## src/rtl/disp_pkg.sv

```systemverilog
// Shared types and constants for the seven-segment scan controller.
package disp_pkg;

    typedef enum logic [1:0] {
        IDLE,
        GUARD,
        SHOW
    } scan_state_t;

    localparam logic [6:0]  SEG_BLANK  = 7'h7F;
    localparam int unsigned MAX_DIGITS = 8;

    // True when every populated nibble at index `from` and above is zero.
    function automatic logic upper_nibbles_zero(
        input logic [31:0]  v,
        input logic [2:0]   from,
        input int unsigned  ndig
    );
        logic z;
        z = 1'b1;
        for (int unsigned j = 0; j < MAX_DIGITS; j++) begin
            if (j >= 32'(from) && j < ndig && 4'(v >> (4 * j)) != 4'h0) begin
                z = 1'b0;
            end
        end
        return z;
    endfunction

endpackage

```

## src/rtl/hex_seg_lut.sv

```systemverilog
// Hex nibble to active-low seven-segment glyph {g,f,e,d,c,b,a}.
module hex_seg_lut
    import disp_pkg::*;
(
    input  logic [3:0] nibble_i,
    output logic [6:0] seg_n_o
);

    always_comb begin
        seg_n_o = SEG_BLANK;
        case (nibble_i)
            4'h0: seg_n_o = 7'h40;
            4'h1: seg_n_o = 7'h79;
            4'h2: seg_n_o = 7'h24;
            4'h3: seg_n_o = 7'h30;
            4'h4: seg_n_o = 7'h19;
            4'h5: seg_n_o = 7'h12;
            4'h6: seg_n_o = 7'h02;
            4'h7: seg_n_o = 7'h78;
            4'h8: seg_n_o = 7'h00;
            4'h9: seg_n_o = 7'h10;
            4'hA: seg_n_o = 7'h08;
            4'hB: seg_n_o = 7'h03;
            4'hC: seg_n_o = 7'h46;
            4'hD: seg_n_o = 7'h21;
            4'hE: seg_n_o = 7'h06;
            4'hF: seg_n_o = 7'h0E;
            default: seg_n_o = SEG_BLANK;
        endcase
    end

endmodule

```

## src/rtl/disp_scan_ctrl.sv

```systemverilog
// Multiplexed common-anode display scanner: one digit per slot, guard gap,
// shadow value committed only at frame boundaries, all pins registered.
module disp_scan_ctrl
    import disp_pkg::*;
#(
    parameter int unsigned NUM_DIGITS   = 8,
    parameter int unsigned REFRESH_DIV  = 50000,
    parameter int unsigned GUARD_CYCLES = 2
) (
    input  logic                  clk,
    input  logic                  reset_n,
    input  logic                  enable,
    input  logic                  load,
    input  logic [31:0]           value,
    input  logic                  blank_lz,
    output logic [6:0]            seg_n,
    output logic [NUM_DIGITS-1:0] digit_n,
    output logic [2:0]            digit_idx,
    output logic                  frame_start,
    output logic                  load_ack
);

    localparam int unsigned    CW        = (REFRESH_DIV > 1) ? $clog2(REFRESH_DIV) : 1;
    localparam logic [CW-1:0]  CNT_LAST  = CW'(REFRESH_DIV - 1);
    localparam logic [CW-1:0]  CNT_GUARD = CW'(GUARD_CYCLES);
    localparam logic [2:0]     IDX_LAST  = 3'(NUM_DIGITS - 1);

    scan_state_t           state_q, state_d;
    logic [CW-1:0]         cnt_q, cnt_d;
    logic [2:0]            idx_q, idx_d;
    logic [31:0]           shadow_q, shadow_d;
    logic [31:0]           pending_q, pending_d;
    logic                  pend_valid_q, pend_valid_d;
    logic                  blank_q, blank_d;
    logic [6:0]            seg_n_q, seg_n_d;
    logic [NUM_DIGITS-1:0] digit_n_q, digit_n_d;
    logic                  frame_start_q, frame_start_d;
    logic                  load_ack_q, load_ack_d;

    logic                  commit;
    logic                  slot_entry;
    logic [3:0]            nibble;
    logic [6:0]            lut_seg;

    // Sequencing: slot counter, digit index, frame boundary and commit point.
    always_comb begin
        state_d       = state_q;
        cnt_d         = cnt_q;
        idx_d         = idx_q;
        frame_start_d = 1'b0;
        slot_entry    = 1'b0;
        commit        = 1'b0;

        if (!enable) begin
            state_d = IDLE;
            cnt_d   = '0;
            idx_d   = '0;
            commit  = (state_q == IDLE) && (load || pend_valid_q);
        end else if (state_q == IDLE) begin
            cnt_d         = '0;
            idx_d         = '0;
            slot_entry    = 1'b1;
            frame_start_d = 1'b1;
            commit        = load || pend_valid_q;
        end else if (cnt_q == CNT_LAST) begin
            cnt_d      = '0;
            slot_entry = 1'b1;
            if (idx_q == IDX_LAST) begin
                idx_d         = '0;
                frame_start_d = 1'b1;
                commit        = load || pend_valid_q;
            end else begin
                idx_d = idx_q + 3'd1;
            end
        end else begin
            cnt_d = cnt_q + CW'(1);
        end

        // Guard occupies the first GUARD_CYCLES counts of every slot.
        if (enable) begin
            state_d = (cnt_d < CNT_GUARD) ? GUARD : SHOW;
        end
    end

    always_comb begin
        shadow_d     = shadow_q;
        pending_d    = pending_q;
        pend_valid_d = pend_valid_q;
        load_ack_d   = commit;

        if (commit) begin
            shadow_d     = load ? value : pending_q;
            pend_valid_d = 1'b0;
        end else if (load) begin
            pending_d    = value;
            pend_valid_d = 1'b1;
        end

        blank_d = blank_q;
        if (slot_entry) begin
            blank_d = blank_lz && (idx_d != 3'd0)
                      && upper_nibbles_zero(shadow_d, idx_d, NUM_DIGITS);
        end

        nibble = shadow_d[{idx_d, 2'b00} +: 4];
    end

    hex_seg_lut u_lut (
        .nibble_i (nibble),
        .seg_n_o  (lut_seg)
    );

    // Pins are computed from next-state so they change on the same edge as state.
    always_comb begin
        digit_n_d = '1;
        seg_n_d   = SEG_BLANK;
        if (state_d == SHOW && !blank_d) begin
            for (int unsigned i = 0; i < NUM_DIGITS; i++) begin
                if (idx_d == 3'(i)) begin
                    digit_n_d[i] = 1'b0;
                    seg_n_d      = lut_seg;
                end
            end
        end
    end

    always_ff @(posedge clk or negedge reset_n) begin
        if (!reset_n) begin
            state_q       <= IDLE;
            cnt_q         <= '0;
            idx_q         <= '0;
            shadow_q      <= '0;
            pending_q     <= '0;
            pend_valid_q  <= 1'b0;
            blank_q       <= 1'b0;
            seg_n_q       <= SEG_BLANK;
            digit_n_q     <= '1;
            frame_start_q <= 1'b0;
            load_ack_q    <= 1'b0;
        end else begin
            state_q       <= state_d;
            cnt_q         <= cnt_d;
            idx_q         <= idx_d;
            shadow_q      <= shadow_d;
            pending_q     <= pending_d;
            pend_valid_q  <= pend_valid_d;
            blank_q       <= blank_d;
            seg_n_q       <= seg_n_d;
            digit_n_q     <= digit_n_d;
            frame_start_q <= frame_start_d;
            load_ack_q    <= load_ack_d;
        end
    end

    assign seg_n       = seg_n_q;
    assign digit_n     = digit_n_q;
    assign digit_idx   = idx_q;
    assign frame_start = frame_start_q;
    assign load_ack    = load_ack_q;

endmodule

```

## config.mk

```make
export PLATFORM = sky130hd
export DESIGN_NAME = disp_scan_ctrl
export DESIGN_NICKNAME = d
export VERILOG_FILES = /design/src/rtl/disp_pkg.sv /design/src/rtl/hex_seg_lut.sv /design/src/rtl/disp_scan_ctrl.sv
export SDC_FILE = /design/constraint.sdc
export NUM_CORES = 1
export LEC_CHECK = 0
export BUFFER_PORTS_ARGS = -buffer_cell sky130_fd_sc_hd__buf_4
export CORE_MARGIN = 1
export CORE_UTILIZATION = 55
export CTS_CLUSTER_DIAMETER = 80
export CTS_CLUSTER_SIZE = 24
export DETAILED_ROUTE_END_ITERATION = 8
export PLACE_DENSITY = 0.79
export SLEW_MARGIN = 10
export SYNTH_ARGS = -nofsm -noshare
export SYNTH_HDL_FRONTEND = slang
export SYNTH_SLANG_ARGS = --single-unit
```

## constraint.sdc

```tcl
create_clock -name clk -period 4.8 [get_ports clk]
set_input_delay 0 -clock clk [delete_from_list [all_inputs] [get_ports clk]]
set_output_delay 0 -clock clk [all_outputs]
set_load 0.02 [all_outputs]
```

# Yosys cells after proc, flatten, opt, wreduce, memory -nomap -nowiden
# Memories as Yosys holds them, arrays and structs flattened.
# Cells that the tools add are included.
[op_classes]
addsub = 2
n_lt_le_gt_ge = 8
eq_ne = 10
n_shift = 1
muxes = 52
reduce_logical = 25
[ops]
columns = ["op", "n"]
rows = [
  ["$mux W32", 2],
  ["$mux W7", 9],
  ["$mux W16", 3],
  ["$reduce_bool A4 Y1", 8],
  ["$shiftx A32 B6 Y4", 1],
  ["$mux W1", 31],
  ["$add A16 B1 Y16 const B", 1],
  ["$eq A16 B16 Y1 const B", 1],
  ["$lt A16 B2 Y1 const B", 1],
  ["$eq A3 B3 Y1 const B", 5],
  ["$mux W3", 4],
  ["$logic_and A1 B1 Y1", 11],
  ["$ge A3 B3 Y1 const A", 3],
  ["$mux W8", 1],
  ["$eq A3 B2 Y1 const B", 2],
  ["$ge A1 B3 Y1 const A", 2],
  ["$ge A2 B3 Y1 const A", 2],
  ["$mux W2", 2],
  ["$add A3 B1 Y3 const B", 1],
  ["$eq A3 B1 Y1 const B", 1],
  ["$logic_not A3 Y1", 1],
  ["$reduce_bool A3 Y1", 1],
  ["$eq A2 B2 Y1 const B", 1],
  ["$logic_not A2 Y1", 1],
  ["3 further kinds", 3],
]
[totals]
register_bits = 104
rom_bits = 112
in_bits = 37
output_inout_bits = 20
word_cells = 110
n_memories = 1
[mem_list]
columns = ["memory", "words", "word_bits", "read_ports", "rd_ports_with_merged_regs", "wr", "line_no", "text"]
rows = [
  ["(name not given)", 16, 7, 1, 0, 0, "hex_seg_lut.sv:11", "case (nibble_i)"],
]

# Depth between registers and ports, before layout
# Gate-level depths: netlist (run 1).
[depth]
ltp_word = 22
ltp_mapped = 19
ltp_nobuf = 15

# Hierarchy
# From an unflattened synthesis (run 1), not the netlist that was laid out.
[unflattened]
cells_unflattened = 494
area_unflattened_um2 = 5393.9
[by_module_without_submodules]
columns = ["mod", "instances", "cells_each", "area_per_inst_um2", "seq_area_each_um2"]
rows = [
  ["disp_scan_ctrl", 1, 463, 5132.4, 2621.3],
  ["hex_seg_lut", 1, 31, 261.5, 0.0],
]

# Worst setup path before layout (run 1)
# Ideal clock, no wire load.
[synth_path]
path_type = "register to register"
startpoint = "register idx_q[1] (netlist: digit_idx[1])"
endpoint = "register seg_n_q[3] (netlist: seg_n[3])"
setup_ns = 0.091
arrival_ns = 3.405
required_ns = 4.709
setup_slack_ns = 1.305
stages_incl_launch_ff = 18
path_buffers = 3
period_less_slack_ns = 3.495
path_cell_list = "dfrtp_1 -> ha_1 -> ha_1 -> and2_1 -> clkbuf_1 -> nand2_1 -> o21ai_1 -> buf_4 -> buf_2 -> nor2_1 -> a21oi_1 -> a22oi_1 -> a31oi_1 -> inv_1 -> ha_1 -> mux2_1 -> mux2i_1 -> nand2_1"
[synth_via]
word_cells_on_any_way = 67
cone_classes = "add/sub: 1; order compare: 7; eq/ne: 8; shift: 1; mux: 28; reduce/logical: 21; memory: 1"
[synth_lines]
columns = ["item", "line_no", "text"]
rows = [
  ["start, declared", "disp_scan_ctrl.sv:30", "logic [2:0] idx_q, idx_d;"],
  ["start signal, assigned", "disp_scan_ctrl.sv:143", "idx_q <= idx_d;"],
  ["$eq A3 B3 Y1 *", "disp_scan_ctrl.sv:68", "if (idx_q == IDX_LAST) begin"],
  ["$mux W1 *", "disp_scan_ctrl.sv:68", ""],
  ["$mux W1 *", "disp_scan_ctrl.sv:65", "end else if (cnt_q == CNT_LAST) begin"],
  ["$mux W1 *", "disp_scan_ctrl.sv:59", "end else if (state_q == IDLE) begin"],
  ["$mux W1 *", "disp_scan_ctrl.sv:54", "if (!enable) begin"],
  ["$mux W32 *", "disp_scan_ctrl.sv:91", "if (commit) begin"],
  ["via shadow_d[13]", "disp_scan_ctrl.sv:31", "logic [31:0] shadow_q, shadow_d;"],
  ["branches (longest 12 deep; another with $mem_v2 Z16 W7)", "-", ""],
  ["$mux W7 *", "disp_scan_ctrl.sv:117", "if (state_d == SHOW && !blank_d) begin"],
  ["via seg_n_d[3]", "disp_scan_ctrl.sv:35", "logic [6:0] seg_n_q, seg_n_d;"],
  ["end signal, assigned", "disp_scan_ctrl.sv:148", "seg_n_q <= seg_n_d;"],
  ["end, declared", "disp_scan_ctrl.sv:35", ""],
]
# Mark *: on every way through the listed nets, which the timed path passes. The select of a mux whose other input is x is not followed.
# A chain may end at the register's enable or synchronous reset.

# Worst setup path after layout (run 1)
[layout_path]
startpoint = "register idx_q[0] (netlist: digit_idx[0])"
endpoint = "register seg_n_q[6] (netlist: seg_n[6])"
[layout_via]
word_cells_on_any_way = 67
cone_classes = "add/sub: 1; order compare: 7; eq/ne: 8; shift: 1; mux: 28; reduce/logical: 21; memory: 1"
[layout_lines]
columns = ["item", "line_no"]
rows = [
  ["$eq A3 B3 Y1 *", "disp_scan_ctrl.sv:68"],
  ["$mux W1 *", "disp_scan_ctrl.sv:68"],
  ["$mux W1 *", "disp_scan_ctrl.sv:65"],
  ["$mux W1 *", "disp_scan_ctrl.sv:59"],
  ["$mux W1 *", "disp_scan_ctrl.sv:54"],
  ["$mux W32 *", "disp_scan_ctrl.sv:91"],
  ["via shadow_d[19]", "disp_scan_ctrl.sv:31"],
  ["branches (longest 11 deep; another with $mem_v2 Z16 W7)", "-"],
  ["$mux W7 *", "disp_scan_ctrl.sv:117"],
  ["via seg_n_d[6]", "disp_scan_ctrl.sv:35"],
]
# Marked as above.

==> flow_summary.ini, run 1 <==
[sta]
post-route-period-util = 0.901
hold_violations = 0
clock-skew-final_ns = 0.0180
setup_viol = 0
worst_pin_slew_ns = 0.972
max_freq_mhz = 231
tns_ns = 0
slew_viol_final = 0
rsz0062_at_grt = false
post-route-min-period_ns = 4.33
relSlewSlack = 0.352

[grt]
grt_pass1_vias = 4739
grt_pass1_wl_um = 24000
grt_util_all_layers = 0.281
overflow = 0
grt_max_degree = 59
antenna_found_initial = 0

[synthesis]
yosysTopAreaCell = dfrtp_1
synthTopCellsByArea = dfrtp_1 (39%), mux2_2 (7.7%), dfstp_2 (6.9%)
synthAdderAreaFrac = 0.0197
synth_compound_area_frac = 0.161
synth_top_family_by_area = simple AND/OR/NAND/NOR gates
ys_ff_latch = 104
syn-num-nets = 611
synth_common_cells = dfrtp_1 (89), nor2_1 (50), nand2_1 (43)
synthMuxAreaShare = 0.121
synthSimpleGateAreaFrac = 0.180
synth_edf_count = 0
yosys.area.top_type_share = 0.389
synthCells = 565
synth-warning-count = 0
synth_area_per_cell_um2 = 10.1
synth_xor_area_frac = 0.0214
synthDistinctLibCells = 74
ys_async_sr_fraction = 1.00
ys_seq_area_frac = 0.458
synth_most_common_cell = dfrtp_1
synth_area_um2 = 5730
ys.flop_type = dfrtp_1

[critical_path]
cp_max_fo = 26
critical_path_class = reg -> reg
crit_path_start = digit_idx[0]
cp-end-kind = register
r2r-start = digit_idx[0]
reg2reg_depth = 12
cp-start-kind = register
endpoint = seg_n[6]
required_ns = 5.11
arrival_ns = 4.64
r2r_end = seg_n[6]
rrSetupSlack_ns = 0.47

[layout]
area_delta_synth_final_pct = 18.7
drive_above_1_share = 0.230
final_area_um2 = 6800
n_fill_cell = 753
insertedDiodeCount = 0
fin_nets = 684

[clock_tree]
clkLatencyLatePin_ns = 0.38
cts_inserted_buffers = 9
clk_pin_slew_ns = 0.10
clockBufferDepth = 2
htree_levels = 3
cts_tree = built
post_cts_buffers = 0
cts_resized = 0
hold_buffers = 34
cts.sinks = 104
root_buffer = clkbuf_8

[route]
first_pass_iters = 5
top_layer = met4
route.met2.wl_um = 7160
wl_met3_um = 899
num_vias = 4818
drc_errors = 0
antenna_left = 0
drt_iter0_drc = 390
wl_per_cell_um = 18.7
wirelength_um = 14500
wl_met1_um = 6080
vias_per_cell = 6.21

[floorplan]
num_io_pins = 57
core_um2 = 9950
die_area_um2 = 10800
die_y_um = 104
rows = 36
start_util = 0.575
floorplan.die.width_um = 104

[place]
gp_congestion = 0.935
io_buffers = 56
hpwlAfterDp_um = 9970
placed_cell_area_um2 = 6210

[power]
switching_share = 0.299
peakVddDrop_uv = 257
p_clk_frac = 0.297
netSwitchingPower_uw = 683
internal_power_uw = 1600
p_leak_uw = 0.00283
p_per_area_nw_per_um2 = 336
p_comb_frac = 0.225
power.share.sequential = 0.478

[job]
cap_violations = 0

[min_path]
hold_class = in -> reg

[run_status]
outcome = complete, no violations
## per-layer routing
| layer | vias to the layer above | track usage |
|---|---|---|
| met1 | 2374 | 0.370 |
| met3 | 28 | 0.0645 |
| li1 | 2223 | - |
| met2 | 193 | 0.460 |
| met5 | - | 0 |
| met4 | 0 | 0.0908 |
## metrics by stage
step | worst slack (ns) | instances | util | hold WS [ns] | power, uW
2_1_floorplan | 1.30 | 565 | - | -0.296 | 1420
3_3_place_gp | 0.791 | 726 | 0.624 | 0.104 | 1570
3_5_place_dp | 0.623 | 726 | 0.624 | 0.112 | 1590
4_1_cts | 0.590 | 776 | 0.683 | 0.0748 | 2280
5_1_grt | 0.123 | 776 | 0.683 | 0.115 | 2390
6_report | 0.474 | 776 | 0.683 | 0.103 | 2290
## power groups by stage
stage	clock [uW]	sequential [uW]	combinational, uW
after floorplan	0	1080	341
after global placement	0	1100	468
after detailed placement	0	1110	481
after CTS	688	1090	507
after global routing	723	1100	562
final	678	1090	514
## kinds of logic after synthesis
family / after synthesis
adder cells (fa/ha/maj): 9
buffers and inverters: 50
AO/OA/AOI/OAI: 127
multiplexers: 63
AND/OR/NAND/NOR: 198
flip-flops: 104
XOR/XNOR: 14
## cells in the final DEF (no fill, tap or decap), drive strengths merged, types with 6 or more instances in the layout
cell and count:
ha 9, a31oi 7, nor4 9, nor3 10
nand2b 8, inv 17, nor2b 6, clkbuf 11
xnor2 9, nand2 43, or4 7, mux2i 23
dlygate4sd3 34, buf 63, a21oi 29, nor2 50
mux2 40, o21ai 25, nand3 27, dfrtp 89
a211oi 6, or3 6, nand4 6, or2 6
dfstp 15
## registers in the layout (all words and copies together) (netlist names)
name and cells:
pending_q 32, shadow_q 32, cnt_q 16, digit_n 8, seg_n 7, digit_idx 3, state_q 2, blank_q 1
frame_start 1, load_ack 1, pend_valid_q 1
## layout make-up
| cell class | count | area (um2) | share of cell area |
|---|---|---|---|
| sequential | 104 | 2620 | 0.386 |
| multi-input combinational | 411 | 2890 | 0.425 |
| timing repair buffer | 97 | 813 | 0.120 |
| clock buffer | 11 | 141 | 0.0208 |
| tap | 133 | 166 | 0.0245 |
| clock inverter | 5 | 110 | 0.0162 |
| inverter | 15 | 56.3 | 0.00828 |
## worst max-delay path: stages (launching register included)
cell and delay [ns]:
dfrtp_1 0.54, ha_1 0.21, ha_1 0.23, and2_1 0.29, nand2_1 0.15, o21ai_2 0.77
buf_4 0.37, mux2_2 0.38, a32oi_1 0.24, a22o_1 0.44, inv_1 0.20, or3_1 0.35
nand3_1 0.09
## worst min-delay path by stage
stage | startpoint | endpoint | slack, ns | depth (start not counted)
global route | blank_lz | blank_q | 0.11 | 5
finish | blank_lz | blank_q | 0.10 | 5
floorplan | reset_n | blank_q | -0.30 | 0
CTS | blank_lz | blank_q | 0.07 | 5
global placement | reset_n | shadow_q[28] | 0.10 | 1
detailed placement | reset_n | shadow_q[28] | 0.11 | 1
Power figures use the tool's default switching activity.
==> inputs of run 2 (changes only) <==
--- a/config.mk
+++ b/config.mk
@@ -7,2 +7,3 @@
 export LEC_CHECK = 0
+export ABC_CLOCK_PERIOD_IN_PS = 4800
 export BUFFER_PORTS_ARGS = -buffer_cell sky130_fd_sc_hd__buf_4
@@ -13,2 +14,3 @@
 export DETAILED_ROUTE_END_ITERATION = 8
+export GPL_TIMING_DRIVEN = 0
 export PLACE_DENSITY = 0.79
--- a/constraint.sdc
+++ b/constraint.sdc
@@ -3,2 +3,2 @@
 set_output_delay 0 -clock clk [all_outputs]
-set_load 0.02 [all_outputs]
+set_load 0.05 [all_outputs]
==> flow_summary.ini, run 2 (synthesized netlist as in run 1, its figures left out) <==
[run_status]
outcome = complete, no violations

[grt]
grt_util_all_layers = 0.299
overflow = 0
antenna_found_initial = 0
grt_pass1_vias = 5096
grt_pass1_wl_um = 25600
grt_max_degree = 66

[floorplan]
num_io_pins = 57
core_um2 = 9950
die_y_um = 104
die_area_um2 = 10800
floorplan.die.width_um = 104
rows = 36
start_util = 0.575

[clock_tree]
cts.sinks = 104
root_buffer = clkbuf_8
cts_tree = built
post_cts_buffers = 0
clk_pin_slew_ns = 0.10
clockBufferDepth = 2
cts_inserted_buffers = 9
clkLatencyLatePin_ns = 0.38
htree_levels = 3

[layout]
reg_top3 = pending_q: 32 flops, shadow_q: 32 flops, cnt_q: 16 flops
most-common-layout-cells = dfrtp_1 (89), buf_4 (61), nor2_1 (50)
drive_above_1_share = 0.235
final_common_cell = dfrtp_1
fin_nets = 713
area_delta_synth_final_pct = 20.0
insertedDiodeCount = 0

[sta]
rsz0062_at_grt = false
slew_viol_final = 0
post-route-period-util = 0.914
post-route-min-period_ns = 4.39
fin_ws_ns = 0.411
max_freq_mhz = 228
hold_ws_ns = 0.0375
tns_ns = 0
hold_violations = 0
relSlewSlack = 0.269
worst_pin_slew_ns = 1.08
clock-skew-final_ns = 0.0165
setup_viol = 0

[place]
gp_congestion = 0.924
hpwlAfterDp_um = 11000
io_buffers = 56
dp_worst_setup_slack_ns = 0.513

[critical_path]
cp-end-kind = register
r2r_end = seg_n[3]
critical_path_class = reg -> reg
required_ns = 5.09
arrival_ns = 4.68
r2r-start = digit_idx[1]
cp_max_fo = 10
crit_path_start = digit_idx[1]
cp-start-kind = register
reg2reg_depth = 17
rrSetupSlack_ns = 0.41

[power]
peakVddDrop_uv = 201
p_per_area_nw_per_um2 = 316
p_leak_uw = 0.00288

[min_path]
hold_class = in -> reg
hold_path_depth = 5
hp-start = blank_lz
hold_end = blank_q

[route]
drc_errors = 0
wl_per_cell_um = 19.1
drt_iter0_drc = 366
vias_per_cell = 6.25
num_vias = 5031
antenna_left = 0
wirelength_um = 15400
first_pass_iters = 6

[job]
cap_violations = 0
==> run 2: cell types whose count changed in the layout (fill, tap and decap cells not counted), sizes merged <==
cell	change
clkinv	+4
clkinvlp	+1
buf	+18
inv	-1
bufinv	-3
clkbuf	+10
==> run 2: layout make-up <==
| cell class | instances | area [um2] |
|---|---|---|
| Fill cell | 753 | 3080 |
| Multi-Input combinational cell | 411 | 2890 |
| Sequential cell | 104 | 2620 |
| Timing Repair Buffer | 91 | 788 |
| Tap cell | 133 | 166 |
| Buffer | 35 | 164 |
| Clock buffer | 10 | 138 |
| Inverter | 15 | 56.3 |
| Clock inverter | 6 | 53.8 |
==> run 2: worst max path at each step <==
stage | endpoint | slack (ns) | cells after the start
finish | seg_n[3] | 0.41 | 17
global route | seg_n[3] | 0.15 | 17
CTS | seg_n[3] | 0.47 | 17
detailed placement | seg_n[3] | 0.51 | 17
global placement | seg_n[3] | 0.72 | 17
floorplan | seg_n[3] | 1.08 | 17
==> run 2: critical path: stages, from the launching register on <==
cell	delay, ns
dfrtp_1	0.49
ha_1	0.21
ha_1	0.22
and2_1	0.16
clkbuf_1	0.25
nand2_1	0.16
o21ai_1	0.19
buf_4	0.21
buf_2	0.24
nor2_1	0.07
a21oi_1	0.28
a22oi_1	0.14
a31oi_1	0.55
inv_1	0.19
ha_1	0.31
mux2_1	0.33
mux2i_1	0.20
nand2_1	0.09
==> run 2: repair_timing <==
item                                    CTS  global route
hold buffers                             34             0
endpoints found under the setup margin    0             0
resized for setup                         0             0
endpoints found under the hold margin    86             0
==> run 2: layer usage <==
| layer | up-vias | share of wire | routed length, um | GRT usage |
|---|---|---|---|---|
| met3 | 53 | 0.070 | 1070 | 0.0595 |
| met2 | 214 | 0.49 | 7520 | 0.492 |
| met4 | 0 | 0.038 | 583 | 0.153 |
| met1 | 2470 | 0.40 | 6220 | 0.375 |
| met5 | - | 0 | 0 | 0 |
| li1 | 2294 | - | - | - |
==> run 2: report_power, final <==
group          switching (uW)  total (uW)  internal [uW]
Combinational             310         550            240
Sequential               85.9        1090           1000
Clock                     324         534            210
Total                     719        2170           1460
==> run 2: through the flow <==
step / cells / total power [uW] / instance area, um2 / utilization
2_1_floorplan: 565 / 1440 / 5730 / -
3_3_place_gp: 754 / 1590 / 6310 / 0.634
3_5_place_dp: 755 / 1620 / 6340 / 0.637
4_1_cts: 805 / 2170 / 6870 / 0.691
5_1_grt: 805 / 2270 / 6870 / 0.691
6_report: 805 / 2170 / 6870 / 0.691
